==> src/rtl/skinny_sbox_hpc2_seq.sv <==
// skinny_sbox_hpc2_seq: feeds one masked 5-share nibble plus fresh randomness to the HPC2 Skinny S-box and returns its shares.
// Define SBOX_SEQ_FRESH_EXT_EN to take randomness from fresh_in/fresh_valid instead of the internal LFSR.
module skinny_sbox_hpc2_seq #(
    parameter int SHARES = 5,
    parameter int SYNC_PERIOD = 5,
    parameter int FRESH_W = 40,
    parameter logic [FRESH_W-1:0] LFSR_SEED = 40'hA5C3_9E17_4B
) (
    input  logic                  clk,
    input  logic                  rst,
    input  logic                  in_valid,
    output logic                  in_ready,
    input  logic [4*SHARES-1:0]   in_shares,
`ifdef SBOX_SEQ_FRESH_EXT_EN
    input  logic [FRESH_W-1:0]    fresh_in,
    input  logic                  fresh_valid,
`else
    input  logic                  seed_load,
    input  logic [FRESH_W-1:0]    seed,
`endif
    output logic [4*SHARES-1:0]   sb_x,
    output logic [FRESH_W-1:0]    sb_fresh,
    output logic                  sb_rst,
    input  logic                  sb_synch,
    input  logic [4*SHARES-1:0]   sb_y,
    output logic                  out_valid,
    input  logic                  out_ready,
    output logic [4*SHARES-1:0]   out_shares,
    output logic                  err
);
    localparam logic [2:0] IDLE = 3'd0, ALIGN = 3'd1, WAIT = 3'd2, CAPT = 3'd3, OUT = 3'd4;
    localparam int CW = $clog2(2 * SYNC_PERIOD);
    localparam logic [CW-1:0] SYNC_MIN = CW'(SYNC_PERIOD - 1);
    localparam logic [CW-1:0] CNT_MAX = CW'(2 * SYNC_PERIOD - 1);

    logic [2:0] state;
    logic [CW-1:0] cnt;
    logic [FRESH_W-1:0] fresh_next;
    logic launch;

`ifdef SBOX_SEQ_FRESH_EXT_EN
    assign in_ready = rst && state == IDLE && fresh_valid;
    assign fresh_next = fresh_in;
`else
    // Galois form of x^40 + x^38 + x^21 + x^19 + 1, shifting right
    localparam logic [FRESH_W-1:0] TAPS = FRESH_W'(40'hA0_0014_0000);
    assign in_ready = rst && state == IDLE;
    assign fresh_next = {1'b0, sb_fresh[FRESH_W-1:1]} ^ (sb_fresh[0] ? TAPS : '0);
`endif
    assign launch = in_valid && in_ready;

    always_ff @(posedge clk or negedge rst) begin
        if (!rst) begin
            state      <= IDLE;
            cnt        <= '0;
            sb_x       <= '0;
            sb_fresh   <= LFSR_SEED;
            sb_rst     <= 1'b1;
            out_valid  <= 1'b0;
            out_shares <= '0;
            err        <= 1'b0;
        end else begin
            sb_rst <= 1'b0;
            case (state)
                IDLE: begin
`ifndef SBOX_SEQ_FRESH_EXT_EN
                    if (seed_load && !launch) sb_fresh <= seed == '0 ? LFSR_SEED : seed;
`endif
                    if (launch) begin
                        sb_x     <= in_shares;
                        sb_fresh <= fresh_next;
                        sb_rst   <= 1'b1;
                        state    <= ALIGN;
                    end
                end
                ALIGN: begin
                    cnt   <= '0;
                    state <= WAIT;
                end
                WAIT: begin
                    // Synch before a full gated period has elapsed is a leftover edge from before the realign
                    if (sb_synch && cnt >= SYNC_MIN) state <= CAPT;
                    else if (cnt == CNT_MAX) begin
                        err   <= 1'b1;
                        sb_x  <= '0;
                        state <= IDLE;
                    end else cnt <= cnt + 1'b1;
                end
                CAPT: begin
                    out_shares <= sb_y;
                    out_valid  <= 1'b1;
                    state      <= OUT;
                end
                OUT: if (out_ready) begin
                    out_valid <= 1'b0;
                    state     <= IDLE;
                end
                default: state <= IDLE;
            endcase
        end
    end
endmodule

==> config.mk <==
export PLATFORM = sky130hd
export DESIGN_NAME = skinny_sbox_hpc2_seq
export DESIGN_NICKNAME = d
export VERILOG_FILES = /design/src/rtl/skinny_sbox_hpc2_seq.sv
export SDC_FILE = /design/constraint.sdc
export NUM_CORES = 1
export LEC_CHECK = 0
export BUFFER_PORTS_ARGS = -buffer_cell sky130_fd_sc_hd__clkbuf_2
export CAP_MARGIN = 20
export CORE_MARGIN = 2
export CORE_UTILIZATION = 40
export CTS_BUF_LIST = sky130_fd_sc_hd__clkbuf_2
export CTS_CLUSTER_SIZE = 30
export DETAILED_ROUTE_END_ITERATION = 12
export PLACE_DENSITY = 0.8
export SLEW_MARGIN = 20
export SYNTH_ARGS = -nofsm -noshare
export SYNTH_HDL_FRONTEND = slang
export SYNTH_SLANG_ARGS = --single-unit
==> constraint.sdc <==
create_clock -name clk -period 1.6 [get_ports clk]
set_input_delay 0.08 -clock clk [delete_from_list [all_inputs] [get_ports clk]]
set_output_delay 0.08 -clock clk [all_outputs]
set_load 0.05 [all_outputs]
==> summary.txt <==
Run status
  – Outcome: finished, violations left
  – Failing checks: negative setup slack

Logic synthesis
  – Post-synthesis cell count: between 300 and 400
  – Distinct cell type count after synthesis: 38
  – Top cells by area, synth: dfrtp_1 (42%), dfstp_2 (14%), mux2i_1 (10%), mux2_2 (5.6%), a22o_1 (4.4%)
  – Post-synthesis sequential area ratio: 0.567
  – Netlist Area Pre-Place: roughly 4000 um2
  – Yosys top cell by area: dfrtp_1
  – Syn_area_per_cell: about 12 um2
  – FF+latch count, synth: 90
  – Area share of the largest cell type after synthesis: 0.423
  – Synth warn: 0
  – Mapped Nets: 426

Global routing
  – Initial antenna violation count: 0
  – All-Layer GR Usage: 0.248
  – Global route overflow: 0
  – First-pass GRT wire length: around 21000 um
  – Largest net degree at the start of global routing: 47
  – Vias in the first global route: between 4000 and 5000

Timing
  – Setup TNS: -1.37 ns
  – Hold Slack: approximately 0.0019 ns
  – Tmin final: ~1.7 ns
  – Worst-margin pin slew: approximately 0.60 ns
  – Setup Skew: 0.0369 ns
  – Final worst slack: -0.111 ns
  – Slew Viols, Final: 0
  – Max Fclk: 0.585 GHz
  – RSZ-0062 raised after global routing: true
  – Final hold vios: 0
  – # setup viols final: 28
  – Max-Slew Margin vs Limit: 0.601
  – Fin crit share: 1.07

Cells and area
  – N_diodes: 0
  – Fillers: between 600 and 700
  – Register area: between 2000 and 2500 um2
  – Area growth from synthesis to layout: 62.0%
  – Most frequent cells in the layout: clkbuf_2 (154), dlygate4sd3_1 (80), dfrtp_1 (68)
  – Multi-input logic area: about 1800 um2
  – Final Non-Filler Cells: ~750
  – Most common cell after layout, fill and taps aside: clkbuf_2
  – # nets final: roughly 700
  – Finished Core Util: 0.666
  – Fraction of layout cells with a size suffix above 1: 0.474

Die
  – Num rows: 36
  – Die H: 104 um
  – Die area: 10900 um2
  – # IOs: 170
  – Initial Util: 0.411
  – Die width: about 100 um
  – Core region area: a little under 10000 um2

Worst setup path
  – CP startpoint kind: flip-flop
  – CP Data Arrival Time: roughly 1.6 ns
  – Critical-path cell list: nor3_2 > buf_4 > and2_4 > clkbuf_16
  – Top delay family on crit path: flip-flops
  – Setup Crit Path Kind: flip-flop to primary output
  – Reg2Reg Capture Point: sb_fresh[2]$_DFFE_PN0P_
  – RR Startpoint: state[2]$_DFFE_PN0P_
  – Crit path buf inv count: 2
  – Worst path slowest cell: dfrtp_1
  – Internal reg-to-reg setup slack: -0.10 ns
  – Worst-case reg-to-reg path depth: 6
  – Max incr delay on CP: 0.45 ns
  – CP max FO: 3
  – Worst Path Required: 1.52 ns
  – Critical path capture point type: primary output

Clocking
  – CTS sink cnt: 90
  – TritonCTS Buffers: 9
  – Clk slew on worst S/H paths: about 0.25 ns
  – TritonCTS clock tree: done
  – CTS root buf: clkbuf_2
  – Clk Latency, worst-skew pair: around 0.57 ns
  – CTS H-tree lvls: 3
  – Max clock buf depth: 2

Placed design
  – Post-DP HPWL: between 8000 and 9000 um
  – Routability Congestion: around 0.82
  – DP Cell Count: roughly 640
  – Port bufs: between 150 and 200

Routing
  – Vias after detailed routing: around 4000
  – Routed WL: around 14000 um
  – Remaining DRCs: 0
  – Detailed Route Iter0 Violations: around 170
  – Post-route ant nets: 0
  – Routed WL per cell: approximately 18 um
  – Vias per cell: 5.30
  – Drt pass-1 iters: 4

Pwr
  – Cell Pwr Density: approximately 2200 nW/um2
  – Pwr Total: between 10 and 15 mW
  – Max VDD drop: 0.00141 V
  – Leakage: ~3 nW

Min path
  – Hold_sp: seed[32]
  – WHS Endpoint: sb_fresh[32]$_DFFE_PN1P_
  – Hold depth: 3
  – Hold crit path type: input pin to flip-flop

Flow run
  – Max_cap viols: 0
[per-layer routing]
layer / track usage / wire, um
met4: 0.124 / 614
met5: 0 / 0
met2: 0.428 / 7060
met1: 0.283 / 5160
met3: 0.0658 / 966
[sequential cells by signal (all words and copies together), names as in the netlist]
name and cells:
cnt 4, out_valid 1, err 1, out_shares 20
sb_x 20, state 3, sb_fresh 40, sb_rst 1
[final cells by class]
class,instances,share of cell area
clock buffers,10,0.00769
multi-input cells,223,0.277
inverters,2,0.00115
well taps,133,0.0256
flip-flops and latches,90,0.350
clock inverters,6,0.00769
repair buffers,283,0.331
[where the power goes]
group	total (mW)	switching (mW)	internal (mW)
registers	4.44	0.869	3.57
logic	8.67	5.85	2.82
clock network	1.07	0.838	0.235
[worst max path at each step]
stage                              start                  endpoint  slack (ns)  cells past startpoint
finish              state[2]$_DFFE_PN0P_                  in_ready       -0.11                      4
floorplan           state[2]$_DFFE_PN0P_  sb_fresh[10]$_DFFE_PN1P_       -0.02                      7
CTS                 state[1]$_DFFE_PN0P_                  in_ready       -0.18                      4
global route        state[2]$_DFFE_PN0P_                  in_ready       -0.26                      4
detailed placement              seed[11]   sb_fresh[3]$_DFFE_PN1P_       -0.20                      6
global placement                seed[11]   sb_fresh[3]$_DFFE_PN1P_       -0.16                      6
[metrics by stage]
step                      setup slack [ns]  instance area [um2]
final                               -0.111                 6510
after global routing                -0.257                 6510
after detailed placement            -0.198                 5180
after global placement              -0.156                 5180
after floorplan                    -0.0192                 4040
after CTS                           -0.183                 6260
[kinds of logic (layout without fill, tap and decap cells)]
family	count (synthesis)	after routing	synth area share
muxes	62	62	0.161
adders and majority gates	2	2	0.00623
and+or+nand+nor	82	85	0.103
AOI/OAI and AO/OA	70	70	0.117
xor gates and xnor gates	4	4	0.00872
buffers and inverters	28	301	0.0371
DFF	90	90	0.567
[timing repair]
| action | CTS | global route |
|---|---|---|
| gates cloned | 2 | 3 |
| resized for setup | 13 | 59 |
| setup endpoints to repair | 30 | 77 |
| hold buffers | 84 | 2 |
| hold endpoints to repair | 132 | 2 |
| pin swaps | 1 | 14 |
| setup buffers | 4 | 4 |
[worst min-delay path, cell delays in order]
cell            delay [ns]
dlymetal6s4s_1        0.27
mux2i_1               0.14
a31oi_1               0.09
[cells in the mapped netlist, drive strengths merged]
library cell,n
mux2i,42
xnor2,1
xor2,3
nor3,2
and3,1
o31ai,1
a31oi,22
dfstp,22
a22o,20
o21ai,20
nand4b,1
nor2b,2
nand4,2
a21o,1
inv,2
or2,2
clkbuf,14
and3b,1
a21oi,6
ha,2
nand2b,1
nor4b,1
or3b,2
dfrtp,68
and2,2
mux2,20
nand3b,2
nor2,24
buf,12
or4,1
nor3b,1
nor4,10
nand2,27
(Power assumes the default switching activity.)
